$ cat config.mk
export PLATFORM = sky130hd
export DESIGN_NAME = sub_share_arbiter
export DESIGN_NICKNAME = d
export VERILOG_FILES = /design/src/rtl/sub_arb_pkg.sv /design/src/rtl/rca_sub.sv /design/src/rtl/rr_pick.sv /design/src/rtl/sub_share_arbiter.sv
export SDC_FILE = /design/constraint.sdc
export NUM_CORES = 1
export LEC_CHECK = 0
export ABC_CLOCK_PERIOD_IN_PS = 11000
export CAP_MARGIN = 20
export CORE_ASPECT_RATIO = 1.5
export CORE_MARGIN = 2
export CORE_UTILIZATION = 39
export CTS_BUF_LIST = sky130_fd_sc_hd__clkbuf_2
export DETAILED_ROUTE_END_ITERATION = 7
export GPL_ROUTABILITY_DRIVEN = 0
export GPL_TIMING_DRIVEN = 1
export PLACE_DENSITY = 0.95
export SLEW_MARGIN = 10
export SYNTH_ARGS = -nofsm -noshare
export SYNTH_HDL_FRONTEND = slang
export SYNTH_HIERARCHICAL = 1
export SYNTH_SLANG_ARGS = --single-unit
$ cat constraint.sdc
create_clock -name clk -period 11 [get_ports clk]
set_clock_uncertainty 0.1 [all_clocks]
set_input_delay 1.65 -clock clk [delete_from_list [all_inputs] [get_ports clk]]
set_output_delay 1.65 -clock clk [all_outputs]
set_load 0.005 [all_outputs]
$ cat src/rtl/sub_arb_pkg.sv
// Shared definitions for the subtractor-sharing arbiter.
//   DW        operand width of the shared subtractor (fixed at 16)
//   NREQ_MAX  largest supported requester count
//   id_width  requester-id width for a given requester count
//   lock_state_t  UNLOCKED (round-robin) / LOCKED (burst owner holds grant)
//   result_t  contents of the registered result port
package sub_arb_pkg;

    localparam int DW       = 16;
    localparam int NREQ_MAX = 8;

    function automatic int id_width(input int n);
        return (n > 1) ? $clog2(n) : 1;
    endfunction

    localparam int IDW_MAX = id_width(NREQ_MAX);

    typedef enum logic {
        UNLOCKED = 1'b0,
        LOCKED   = 1'b1
    } lock_state_t;

    typedef struct packed {
        logic [DW-1:0]      diff;
        logic               bout;
        logic [IDW_MAX-1:0] id;
        logic               last;
    } result_t;

endpackage

$ cat src/rtl/rca_sub.sv
// 16-bit ripple-borrow subtractor, purely combinational.
//   a, b  minuend / subtrahend
//   bin   borrow-in
//   diff  a - b - bin (modulo 2^16)
//   bout  borrow-out of the most significant bit
module rca_sub
    import sub_arb_pkg::*;
(
    input  logic [DW-1:0] a,
    input  logic [DW-1:0] b,
    input  logic          bin,
    output logic [DW-1:0] diff,
    output logic          bout
);

    logic [DW:0] br;

    always_comb begin
        br    = '0;
        diff  = '0;
        br[0] = bin;
        for (int unsigned i = 0; i < DW; i++) begin
            diff[i]  = a[i] ^ b[i] ^ br[i];
            br[i+1]  = (~a[i] & b[i]) | (~(a[i] ^ b[i]) & br[i]);
        end
    end

    assign bout = br[DW];

endmodule

$ cat src/rtl/rr_pick.sv
// Round-robin priority picker.
//   valid  request vector
//   ptr    index of the highest-priority requester this cycle
//   grant  one-hot grant (zero when nothing is valid)
//   gid    index of the granted requester (0 when nothing is valid)
module rr_pick
    import sub_arb_pkg::*;
#(
    parameter int N  = 4,
    parameter int IW = 2
) (
    input  logic [N-1:0]  valid,
    input  logic [IW-1:0] ptr,
    output logic [N-1:0]  grant,
    output logic [IW-1:0] gid
);

    logic          found;
    logic [IW-1:0] sel;

    // Scan from ptr upward with wrap; the first valid requester wins.
    always_comb begin
        grant = '0;
        gid   = '0;
        found = 1'b0;
        sel   = '0;
        for (int unsigned k = 0; k < N; k++) begin
            sel = IW'((32'(ptr) + k) % N);
            if (!found && valid[sel]) begin
                grant[sel] = 1'b1;
                gid        = sel;
                found      = 1'b1;
            end
        end
    end

endmodule

$ cat src/rtl/sub_share_arbiter.sv
// Shares one 16-bit subtractor between NREQ requesters with round-robin
// arbitration and multi-word bursts (borrow chained word to word).
//   clk, rst             clock / asynchronous active-high reset
//   req_valid/req_ready  per-requester handshake (ready is one-hot or zero)
//   req_a, req_b         packed operand words, requester i at [i*DW +: DW]
//   req_bin              borrow-in for the first word of a burst
//   req_last             last (or only) word of a burst
//   res_valid/res_ready  result handshake
//   res_diff, res_bout   a - b - borrow and its borrow-out
//   res_id, res_last     issuing requester and its last flag
module sub_share_arbiter #(
    parameter int NREQ = 4,
    parameter int DW   = 16,
    parameter int IDW  = sub_arb_pkg::id_width(NREQ)
) (
    input  logic              clk,
    input  logic              rst,
    input  logic [NREQ-1:0]   req_valid,
    output logic [NREQ-1:0]   req_ready,
    input  logic [NREQ*DW-1:0] req_a,
    input  logic [NREQ*DW-1:0] req_b,
    input  logic [NREQ-1:0]   req_bin,
    input  logic [NREQ-1:0]   req_last,
    output logic              res_valid,
    input  logic              res_ready,
    output logic [DW-1:0]     res_diff,
    output logic              res_bout,
    output logic [IDW-1:0]    res_id,
    output logic              res_last
);

    import sub_arb_pkg::*;

    lock_state_t     state, state_next;
    logic [IDW-1:0]  owner, owner_next;
    logic [IDW-1:0]  ptr;
    logic [IDW-1:0]  gid;
    logic            chain_borrow;
    logic [NREQ-1:0] owner_mask;
    logic [NREQ-1:0] eligible;
    logic [NREQ-1:0] grant;
    logic            slot_free;
    logic            accept;
    logic [DW-1:0]   op_a, op_b, sub_diff;
    logic            op_bin, sub_bout;
    result_t         res_q;
    logic            unused_id_bits;

    // While a burst is open only its owner may be granted, even when idle.
    always_comb begin
        owner_mask = '0;
        owner_mask[owner] = 1'b1;
        eligible = req_valid;
        if (state == LOCKED) begin
            eligible = req_valid & owner_mask;
        end
    end

    rr_pick #(
        .N  (NREQ),
        .IW (IDW)
    ) u_pick (
        .valid (eligible),
        .ptr   (ptr),
        .grant (grant),
        .gid   (gid)
    );

    assign slot_free = !res_valid || res_ready;
    assign req_ready = (slot_free && !rst) ? grant : '0;
    assign accept    = |req_ready;

    assign op_a   = req_a[gid*DW +: DW];
    assign op_b   = req_b[gid*DW +: DW];
    assign op_bin = (state == LOCKED) ? chain_borrow : req_bin[gid];

    rca_sub u_sub (
        .a    (op_a),
        .b    (op_b),
        .bin  (op_bin),
        .diff (sub_diff),
        .bout (sub_bout)
    );

    always_comb begin
        state_next = state;
        owner_next = owner;
        if (accept) begin
            owner_next = gid;
            state_next = req_last[gid] ? UNLOCKED : LOCKED;
        end
    end

    always_ff @(posedge clk or posedge rst) begin
        if (rst) begin
            state <= UNLOCKED;
            owner <= '0;
        end else begin
            state <= state_next;
            owner <= owner_next;
        end
    end

    always_ff @(posedge clk or posedge rst) begin
        if (rst) begin
            res_valid    <= 1'b0;
            res_q        <= '0;
            chain_borrow <= 1'b0;
            ptr          <= '0;
        end else if (accept) begin
            // A drain in the same cycle is absorbed: the new word overwrites.
            res_valid    <= 1'b1;
            res_q.diff   <= sub_diff;
            res_q.bout   <= sub_bout;
            res_q.id     <= IDW_MAX'(gid);
            res_q.last   <= req_last[gid];
            chain_borrow <= sub_bout;
            ptr          <= (gid == IDW'(NREQ - 1)) ? '0 : gid + 1'b1;
        end else if (res_ready) begin
            res_valid    <= 1'b0;
        end
    end

    assign res_diff = res_q.diff;
    assign res_bout = res_q.bout;
    assign res_id   = res_q.id[IDW-1:0];
    assign res_last = res_q.last;

    // Upper id bits are zero padding when NREQ < NREQ_MAX.
    assign unused_id_bits = ^res_q.id;

endmodule

# == After elaboration in Yosys (flattened, before gate mapping) ==
# Index checks and enable logic that the tools add are counted.
# word_totals
register_bits,24
inputBits,143
out_inout_bits,25
wordCells,198
# classes
add_sub_neg,4
order_cmp,11
n_eq_ne,1
shifts,2
muxes,40
n_bitwise,116
reduce_logical,17
# ops
operator,count
64-bit by 7-bit indexed part select with 16-bit output,2
1-bit AND,32
1-bit inverter,32
1-bit bitwise XOR,32
4-bit 2-to-1 mux,6
2-bit by 3-bit less-than comparator with 1-bit output (second input constant),6
1-bit 2-to-1 mux,18
1-bit OR,16
1-bit binary-select mux with 2-bit select,6
4-bit OR,3
1-bit demux with 2-bit select,5
2-bit by 1-bit greater-or-equal comparator with 1-bit output (second input constant),5
2-bit 2-to-1 mux,5
1-bit logical AND,9
1-bit logical NOT,5
2-bit by 1-bit adder with 2-bit output (second input constant),2
2-bit adder (second input constant),2
4-bit AND,1
4-bit OR reduction,1
2-bit == test (second input constant),1
2-bit nonzero test,1
1-bit logical OR,1

# == Longest topological paths before layout ==
# Gate-level depths: netlist of the first run.
# logic_depth
word_depth,53
ltp_mapped,32
mapped_depth_nobuf,29

# == By module ==
# Netlist of the first run, hierarchy kept.
# modules_own_cells
mod,n_inst,cells_each,area_each_um2,seq_area_each_um2
sub_share_arbiter,1,114,1826.8,600.6
rr_pick,1,65,489.2,0.0
rca_sub,1,50,447.9,0.0

# == Worst setup path after synthesis of the first run ==
# No wires, ideal clock.
# synth_path
path_type,input port to flip-flop
startpoint,in req_valid[1]
endpoint,reg res_q (netlist bit res_diff[15])
setup_time_ps,125
arrival_ps,10123
required_ps,10775
path_slack_ps,652
cell_stages,29
path_buffers,3
cell_sequence,a21boi_0 > clkbuf_2 > nor3b_1 > o21ai_0 > o31ai_1 > o31a_1 > buf_6 > buf_2 > mux4_2 > inv_1 > fa_1 > inv_1 > fa_1 > fa_1 > fa_1 > fa_1 > fa_1 > fa_1 > fa_1 > fa_1 > fa_1 > fa_1 > fa_1 > fa_1 > fa_1 > fa_1 > inv_1 > fa_1 > mux2_2
# synth_via
elab_chain_cells,48
elab_cells_between_ends,129
classes_between,2 x shift; 24 x mux; 96 x bitwise; 7 x reduce/logical
# synth_lines
element,line,rtl
"start, declared",sub_share_arbiter.sv:18,"input logic [NREQ-1:0] req_valid,"
4-bit AND,sub_share_arbiter.sv:55,eligible = req_valid & owner_mask;
4-bit 2-to-1 mux (*),sub_share_arbiter.sv:54,if (state == LOCKED) begin
1-bit binary-select mux with 2-bit select,rr_pick.sv:29,if (!found && valid[sel]) begin
1-bit 2-to-1 mux (not written as such),rr_pick.sv:29,
1-bit 2-to-1 mux,rr_pick.sv:29,
1-bit logical NOT,rr_pick.sv:29,
1-bit logical AND,rr_pick.sv:29,
1-bit 2-to-1 mux,rr_pick.sv:29,
(+6 left out),-,
net gid[0],sub_share_arbiter.sv:37,logic [IDW-1:0] gid;
(+1 left out),-,
net op_b[0],sub_share_arbiter.sv:44,"logic [DW-1:0] op_a, op_b, sub_diff;"
(+26 left out),-,
1-bit AND (*),rca_sub.sv:24,br[i+1] = (~a[i] & b[i]) | (~(a[i] ^ b[i]) & br[i]);
1-bit OR (*),rca_sub.sv:24,
1-bit AND (*),rca_sub.sv:24,
1-bit OR (*),rca_sub.sv:24,
1-bit AND (*),rca_sub.sv:24,
1-bit OR (*),rca_sub.sv:24,
1-bit bitwise XOR (*),rca_sub.sv:23,diff[i] = a[i] ^ b[i] ^ br[i];
net sub_diff[15],sub_share_arbiter.sv:44,
"end, declared",sub_share_arbiter.sv:46,result_t res_q;
# The timed path passes the listed nets; every way through them passes the cells marked *. The select of a mux whose other input is x is not followed.
# A chain may end at the register's enable or synchronous reset.

# == Worst setup path in the final report of the first run ==
# layout_path
startpoint,in req_valid[2]
endpoint,reg res_q (netlist bit res_diff[15])
# layout_via
elab_chain_cells,48
elab_cells_between_ends,129
classes_between,2 x shift; 24 x mux; 96 x bitwise; 7 x reduce/logical
# layout_lines
element,line,rtl
4-bit AND,sub_share_arbiter.sv:55,
4-bit 2-to-1 mux (*),sub_share_arbiter.sv:54,
net eligible[2],sub_share_arbiter.sv:40,logic [NREQ-1:0] eligible;
1-bit binary-select mux with 2-bit select,rr_pick.sv:29,
1-bit 2-to-1 mux (not written as such),rr_pick.sv:29,
1-bit 2-to-1 mux,rr_pick.sv:29,
1-bit logical NOT,rr_pick.sv:29,
1-bit logical AND,rr_pick.sv:29,
(+7 left out),-,
net gid[0],sub_share_arbiter.sv:37,
(+3 left out),-,
net op_bin,sub_share_arbiter.sv:45,"logic op_bin, sub_bout;"
(+24 left out),-,
1-bit AND (*),rca_sub.sv:24,
1-bit OR (*),rca_sub.sv:24,
1-bit AND (*),rca_sub.sv:24,
1-bit OR (*),rca_sub.sv:24,
1-bit AND (*),rca_sub.sv:24,
1-bit OR (*),rca_sub.sv:24,
1-bit bitwise XOR (*),rca_sub.sv:23,
net sub_diff[15],sub_share_arbiter.sv:44,
# Marks and branches as above.

==> results of run 1 <==
==> worst min-delay path by stage <==
stage | slack [ns] | to | cells past startpoint
5_1_grt | 0.46 | res_diff[2] | 1
3_5_place_dp | 0.40 | res_diff[12] | 1
4_1_cts | 0.44 | res_diff[12] | 1
2_1_floorplan | 0.41 | res_diff[0] | 1
6_report | 0.44 | res_diff[12] | 1
3_3_place_gp | 0.39 | res_diff[0] | 1
==> cell families (layout without fill, tap and decap cells) <==
family                   Yosys count  count (layout)  synth area share [%]
flip-flops                        24              24                  21.7
adder cells (fa/ha/maj)           22              22                  14.3
buffers and inverters             56             217                  8.78
AO/OA/AOI/OAI                     27              27                  6.97
multiplexers                      61              61                  40.0
AND/OR/NAND/NOR                   39              39                  8.24
==> routing by layer <==
metal | GRT usage [%] | vias up | wire [um]
met3 | 2.07 | 30 | 452
met1 | 26.3 | 1306 | 2950
li1 | - | 1154 | -
met5 | 0 | - | 0
met2 | 48.3 | 140 | 5410
met4 | 8.47 | 0 | 341
==> power breakdown <==
part / switching (mW) / internal [mW]
sequential: 0.0495 / 0.143
combinational: 0.734 / 0.826
clock: 0.0282 / 0.0313
==> state kept, by name, summed over array words and instances, names as in the netlist <==
register / flops
owner: 2
ptr: 2
res_bout: 1
res_diff: 16
res_last: 1
res_valid: 1
state: 1
==> Yosys cell counts, types with 2 or more instances <==
master / instances / area, um^2
mux2_2: 22 / 248
fa_1: 16 / 320
nor2_1: 5 / 18.8
o21ai_0: 10 / 50.1
and3b_1: 2 / 17.5
or2_2: 2 / 12.5
buf_2: 8 / 40.0
a221o_2: 4 / 45.0
clkbuf_1: 2 / 7.51
mux2i_1: 2 / 20.0
nor3b_1: 2 / 15.0
and2_1: 5 / 31.3
mux4_2: 36 / 811
inv_1: 39 / 146
nand2_1: 11 / 41.3
nand2b_1: 4 / 25.0
dfrtp_1: 24 / 601
ha_1: 6 / 75.1
a21boi_0: 3 / 22.5
buf_6: 2 / 22.5
a31oi_1: 2 / 12.5
clkbuf_2: 3 / 15.0
==> area by class of cell <==
class                   count  area [um^2]
flip-flops and latches     24          601
clock buffers               3         15.0
repair buffers            174         1720
well taps                  78         97.6
fillers                   478         2290
multi-input cells         149         1950
inverters                  39          146
clock inverters             1         30.0
==> results.md, run 1 <==
- Drt first pass iters: 5
- Die width: 72.7 um
- Leakage: 1.84 nW
- Synth Warn #: 6
- Worst-path clk slew: 0.22 ns
- PortBufs: 167
- Final wirelength: 9.15 mm
- Maxcap violations: 0
- I/O pin total: 168
- Ys flop type: dfrtp_1
- Detail Placement HPWL: 8.01 mm
- Most Frequent Cell on Critical Path: fa_1
- Critical path class: input port to register
- Gr usage total: approximately 25%
- Cell area after layout: ~4600 um^2
- Maximum fanout along the worst path: 7
- Starting density of the core: 40.3%
- DIE AREA: about 7800 um^2
- Finished Layout Cells: ~470
- H-Tree Level Count: 1
- PD cells: 397 nW/um^2
- Flops & latches, synth: 24
- Post-synth ARST share: between 90% and 100%
- Post-CTS Setup Bufs: 0
- Crit path capture: res_diff[15]
- Crit-path slowest cell: mux4_2
- Routed WL per cell: 19.6 um
- Resized cells post-CTS: 0
- Status: completed
- Die Span Y: 107 um
- Fmax: 0.0935 GHz
- DR DRC count: 0
- Share of the yosys chip area belonging to registers: 21.7%
- Levels on crit path: 29
- Worst-Margin Slew: 1.07 ns
- Max clock buf depth: 2
- Final Hold Viols: 0
- Fin crit period: around 11 ns
- Setup TNS: 0 ns
- Placed insts: 464
- Area grow syn2layout: 65.1%
- Hold WC Path Type: register to register
- Rows: 37
- Vias in the first global route: 2904
- Data required time of the critical path: 11.17 ns
- Final Setup Violations: 0
- Crit start category: input port
- Clock root buffer: clkbuf_2
- Crit end category: register
- Clk sink count: 24
- Cells after Synth: 229
- Worst stage delay on the critical path: 0.46 ns
- Nets@finish: between 500 and 600
- First-iteration detailed-routing DRC count: ~130
- RSZ-0062 raised after global routing: no
- Min setup slack post-route: 0.305 ns
- Family with the most delay on the worst path: adder cells
- Grt ovf: 0
- Commonest non-fill, non-tap cells in the layout: clkdlybuf4s50_1 (167), inv_1 (39), mux4_2 (36)
- Via count: 2630
- Share of layout cells above drive strength 1: 20.8%
- Dpl ws: -0.0686 ns
- Peak VDD IR: 0.244 mV
- Period utilization: 97.2%
- Syn avg cell area: between 10 and 15 um^2
- Pwr Total: between 1.5 and 2 mW
- Crit path DAT: between 10 and 15 ns
- Final core occ: 66.6%
- R2R Setup Slk: a little under 1 ns
- Via density: 5.62
- CP Buf/Inv Count: 5
- Reg2reg end: res_diff[15]
- Commonest non-fill, non-tap cell in the layout: clkdlybuf4s50_1
- Number of enable flip-flop cells after synthesis: 0
- Synthesized net count: around 390
- Core Footprint: 6850 um^2
- CP Launch Point: req_valid[2]
- Post-synth cell types: 41
- CTS buffer count: 3
- Largest net degree at the start of global routing: 32
- Slew headroom: 28.7%
- TritonCTS clock tree: yes
- Cell Area, Placed: 4510 um^2
- Cells on worst reg2reg path: 28
- Hold WS: 0.438 ns
- Clk_lat worst skew: approximately 0.35 ns
- Initial antenna violation count: 0
- Mapped Area: 2760 um^2
- CTS hold repair buffers: 0
- ANT nets after route: 0
- First-pass GRT wire length: 14.5 mm
- Hold path start: res_diff[12]
- RR Startpoint: ptr[0]
- Slew Viols, Final: 0
- Ant. Diodes: 0
Power figures use the tool's default switching activity.
==> inputs of run 2 (changes only) <==
--- a/config.mk
+++ b/config.mk
@@ -14,7 +14,7 @@
 export DETAILED_ROUTE_END_ITERATION = 7
 export GPL_ROUTABILITY_DRIVEN = 0
 export GPL_TIMING_DRIVEN = 1
-export PLACE_DENSITY = 0.95
+export PLACE_DENSITY = 0.91
 export SLEW_MARGIN = 10
 export SYNTH_ARGS = -nofsm -noshare
 export SYNTH_HDL_FRONTEND = slang
==> results.md, run 2 (synthesis results as in run 1) <==
- Final wirelength: 9.01 mm
- Commonest non-fill, non-tap cell in the layout: clkdlybuf4s50_1
- Vias in the first global route: between 2000 and 3000
- Initial antenna violation count: 1
- ANT nets after route: 0
- Maxcap violations: 0
- Fmax: 0.0942 GHz
- Combinational Power Share: 85.8%
- Switching part of the total power: between 40 and 50%
- Crit path DAT: 10.79 ns
- Fillers: 488
- Commonest non-fill, non-tap cells in the layout: clkdlybuf4s50_1 (167), inv_1 (39), mux4_2 (36)
- Grt ovf: 0
- Nets@finish: 557
- Max clock buf depth: 2
- Maximum fanout along the worst path: 33
- DR DRC count: 0
- Peak VDD IR: 0.246 mV
- Setup TNS: 0 ns
- CTS hold repair buffers: 0
- Switching pwr: 785 uW
- Die width: 72.7 um
- Clock root buffer: clkbuf_2
- Critical path class: input port to register
- Drt first pass iters: 6
- Cell area after layout: between 4000 and 5000 um^2
- RSZ-0062 raised after global routing: no
- Slew Viols, Final: 0
- Detail Placement HPWL: 8.00 mm
- Slew headroom: 33.6%
- Hold WS: 0.447 ns
- Register area: 601 um^2
- Via density: 5.51
- Final Hold Viols: 0
- Cell Area, Placed: 4520 um^2
- Fin crit period: 10.61 ns
- Clk_lat worst skew: 0.35 ns
- I/O pin total: 168
- Worst-path clk slew: 0.24 ns
- Clock power frac: 3.4%
- Hold WC Path Type: register to register
- Gr usage total: 24.2%
- DIE AREA: approximately 8000 um^2
- Final Setup Violations: 0
- Share of layout cells above drive strength 1: 20.7%
- First-iteration detailed-routing DRC count: 86
- Power Internal: 996 uW
- PortBufs: 167
- Dpl ws: 0.0103 ns
- Post-CTS Setup Bufs: 0
- TritonCTS clock tree: yes
- Multi-input gate area: 1940 um^2
- Die Span Y: roughly 110 um
- Via count: 2589
- Final core occ: 66.7%
- Crit start category: input port
- Data required time of the critical path: between 10 and 15 ns
- Rows: 37
- First-pass GRT wire length: 14.1 mm
- PD cells: 390 nW/um^2
- H-Tree Level Count: 1
- Leakage: roughly 1.8 nW
- Core Footprint: about 7000 um^2
- Register share of total power: a little over a tenth
- Worst-Margin Slew: 0.993 ns
- Largest net degree at the start of global routing: 34
- CTS buffer count: 3
- Largest register FFs: 16
- Area grow syn2layout: 65.2%
- Status: completed
- Min setup slack post-route: 0.389 ns
- Routed WL per cell: between 15 and 20 um
- Crit end category: register
- Period utilization: 96.5%
- Resized cells post-CTS: 0
- Starting density of the core: 40.3%
- Clk sink count: 24
==> run 2: power by group through the flow <==
stage               Combinational (mW)  Sequential [mW]  Clock [mW]
floorplan                         1.13            0.177           0
global placement                  1.46            0.193           0
detailed placement                1.54            0.197           0
CTS                               1.54            0.194      0.0607
global route                      1.70            0.201      0.0633
finish                            1.53            0.194      0.0599
==> run 2: area by class of cell <==
cell class                 instances  share of cell area, %
sequential                        24                   13.2
multi-input combinational        149                   42.5
tap                               78                   2.14
clock inverter                     1                  0.658
inverter                          39                   3.21
timing repair buffer             175                   37.9
clock buffer                       3                  0.329
antenna                            1                 0.0548
==> run 2: worst paths after layout <==
kind / end / cells after the start / startpoint / slack [ns]
hold / removal: res_diff[7] / 1 / res_diff[7] / 0.45
hold reg to reg: res_diff[7] / 1 / res_diff[7] / 0.45
min in group asynchronous: res_valid / 2 / rst / 1.78
max in group asynchronous: owner[0] / 2 / rst / 8.47
setup reg to reg: res_diff[15] / 28 / ptr[0] / 1.08
setup / recovery: res_diff[15] / 28 / req_valid[2] / 0.39
==> run 2: metal layers <==
metal | GRT usage [%] | part of all wire (%) | up-vias | wire, um
li1 | - | - | 1155 | -
met3 | 3.38 | 5.6 | 34 | 503
met4 | 13.4 | 5.4 | 0 | 490
met2 | 48.4 | 60 | 151 | 5370
met5 | 0 | 0 | - | 0
met1 | 21.9 | 29 | 1249 | 2650
==> run 2: worst max-delay path, stage by stage <==
cell             delay [ns]
clkdlybuf4s50_1        0.47
a21boi_0               0.34
mux4_2                 0.42
or2_4                  0.17
a21oi_1                0.09
a31oi_4                0.22
buf_4                  0.43
mux4_2                 0.36
inv_1                  0.09
fa_1                   0.18
inv_1                  0.05
fa_1                   0.37
fa_1                   0.38
fa_1                   0.41
fa_1                   0.40
fa_1                   0.39
fa_1                   0.42
fa_1                   0.40
fa_1                   0.39
fa_1                   0.40
fa_1                   0.40
fa_1                   0.40
fa_1                   0.40
fa_1                   0.39
fa_1                   0.38
inv_1                  0.08
fa_1                   0.42
mux2_2                 0.27
==> run 2: metrics by stage <==
step / instances / power, mW
final: 470 / 1.78
after global routing: 470 / 1.97
after CTS: 469 / 1.80
after detailed placement: 465 / 1.74
after global placement: 465 / 1.65
after floorplan: 229 / 1.31
==> inputs of run 3 (changes only) <==
--- a/config.mk
+++ b/config.mk
@@ -8,7 +8,7 @@
 export ABC_CLOCK_PERIOD_IN_PS = 11000
 export CAP_MARGIN = 20
 export CORE_ASPECT_RATIO = 1.5
-export CORE_MARGIN = 2
+export CORE_MARGIN = 3
 export CORE_UTILIZATION = 39
 export CTS_BUF_LIST = sky130_fd_sc_hd__clkbuf_2
 export DETAILED_ROUTE_END_ITERATION = 7
==> results.md, run 3 (synthesis results as in run 1) <==
- Switching part of the total power: 44.4%
- Vias in the first global route: 2873
- Die Span Y: 109 um
- CTS buffer count: 3
- Core Footprint: 6850 um^2
- PortBufs: between 150 and 200
- Period utilization: a little over nine tenths
- Fmax: between 0.09 and 0.1 GHz
- Setup TNS: 0 ns
- TritonCTS clock tree: yes
- Via density: 5.49
- Hold path start: res_diff[4]
- Data required time of the critical path: 11.16 ns
- Slew headroom: approximately a third
- RSZ-0062 raised after global routing: no
- Worst-Margin Slew: 1.02 ns
- Maxcap violations: 0
- Slew Viols, Final: 0
- ANT nets after route: 0
- Crit end category: register
- Cells on worst reg2reg path: 28
- WHS Endpoint: res_diff[4]
- Crit-path slowest cell: mux4_2
- Rows: 37
- R2R Setup Slk: 1.00 ns
- Crit start category: input port
- Fillers: 501
- Leakage: around 1.8 nW
- CTS hold repair buffers: 0
- Commonest non-fill, non-tap cells in the layout: clkdlybuf4s50_1 (167), inv_1 (39), mux4_2 (36)
- Initial antenna violation count: 1
- Area grow syn2layout: 65.1%
- PD cells: 395 nW/um^2
- Finished Layout Cells: 469
- First-pass GRT wire length: 14.0 mm
- Post-CTS Setup Bufs: 0
- First-iteration detailed-routing DRC count: 196
- Grt ovf: 0
- Hold WC Path Type: register to register
- Detail Placement HPWL: between 8 and 9 mm
- Combinational Power Share: 86.0%
- Reg2reg end: res_diff[15]
- CP Launch Point: req_valid[3]
- Hold WS: between 0.4 and 0.5 ns
- Drt first pass iters: 4
- Clk sink count: 24
- Nets@finish: 556
- Critical path class: input port to register
- Crit path DAT: 10.89 ns
- Peak VDD IR: 0.234 mV
- Starting density of the core: 40.3%
- Largest net degree at the start of global routing: 33
- Cell Area, Placed: 4510 um^2
- Worst stage delay on the critical path: between 0.5 and 0.6 ns
- Placed insts: 464
- Clk_lat worst skew: 0.33 ns
- Power Internal: 1.00 mW
- Via count: 2573
- Cell area after layout: 4560 um^2
- Clock root buffer: clkbuf_2
- Status: completed
- Routed WL per cell: approximately 20 um
- Worst-path clk slew: 0.23 ns
- Commonest non-fill, non-tap cell in the layout: clkdlybuf4s50_1
- Clock power frac: roughly 3.2%
- Fin crit period: 10.73 ns
- Share of layout cells above drive strength 1: 20.5%
- Gr usage total: 23.2%
- DR DRC count: 0
- RR Startpoint: ptr[0]
- Max clock buf depth: 2
- Final Setup Violations: 0
- Pwr Total: 1.80 mW
- I/O pin total: between 150 and 200
- Largest register FFs: 16
- Register share of total power: 10.7%
- Most Frequent Cell on Critical Path: fa_1
- Hold Crit Depth: 1
- Die width: roughly 75 um
- H-Tree Level Count: 1
- DIE AREA: ~8000 um^2
- Final Hold Viols: 0
- Final wirelength: 9.19 mm
- Maximum fanout along the worst path: 32
- Switching pwr: 801 uW
## run 3: changes by cell type in the layout (fill, tap and decap cells not counted)
cell | previous run | this run
o21ai_1 | 0 | 1
a21boi_0 | 3 | 2
o21ai_0 | 10 | 9
buf_6 | 0 | 1
a21boi_1 | 0 | 1
buf_4 | 8 | 6
## run 3: per-layer routing
metal  up-vias  share of wire (%)  global-route usage, %
met2       137                 59                   45.5
met5         -                  0                      0
met4         0                2.8                   8.40
li1       1151                  -                      -
met1      1267                 32                   24.0
met3        18                5.7                   3.14
## run 3: area by class of cell
cell class	count	area (um^2)	share of cell area [%]
multi-input combinational	149	1940	42.6
clock buffer	3	15.0	0.329
sequential	24	601	13.2
timing repair buffer	174	1730	37.9
clock inverter	1	30.0	0.658
antenna	1	2.50	0.0548
tap	78	97.6	2.14
inverter	39	146	3.21
## run 3: worst max path at each step
stage	slack, ns	end
after floorplan	0.65	res_diff[15]
after global routing	0.01	res_diff[15]
after CTS	0.18	res_diff[15]
after detailed placement	-0.22	res_diff[15]
after global placement	0.20	res_diff[15]
final	0.27	res_diff[15]
## run 3: power by group through the flow
stage,combinational [mW],clock (mW),sequential [mW]
6_report,1.55,0.0578,0.194
5_1_grt,1.73,0.0626,0.203
4_1_cts,1.57,0.0590,0.194
3_5_place_dp,1.56,0,0.196
3_3_place_gp,1.44,0,0.193
2_1_floorplan,1.13,0,0.177
## run 3: what timing repair did
item                       CTS  global route
setup endpoints to repair    0             1
resized for setup            0             3
hold endpoints to repair     0             0
## run 3: critical path, delay by kind of cell
family | cells | cell delay [ns]
AOI/OAI and AO/OA | 3 | 0.45
adders and majority gates | 16 | 6.19
buffers and inverters | 6 | 1.12
muxes | 3 | 1.17
and+or+nand+nor | 1 | 0.29
## run 3: stage by stage
stage	setup slack [ns]	utilization, %
floorplan	0.652	-
global placement	0.196	65.9
detailed placement	-0.217	65.9
CTS	0.178	66.5
global route	0.0145	66.6
finish	0.269	66.6
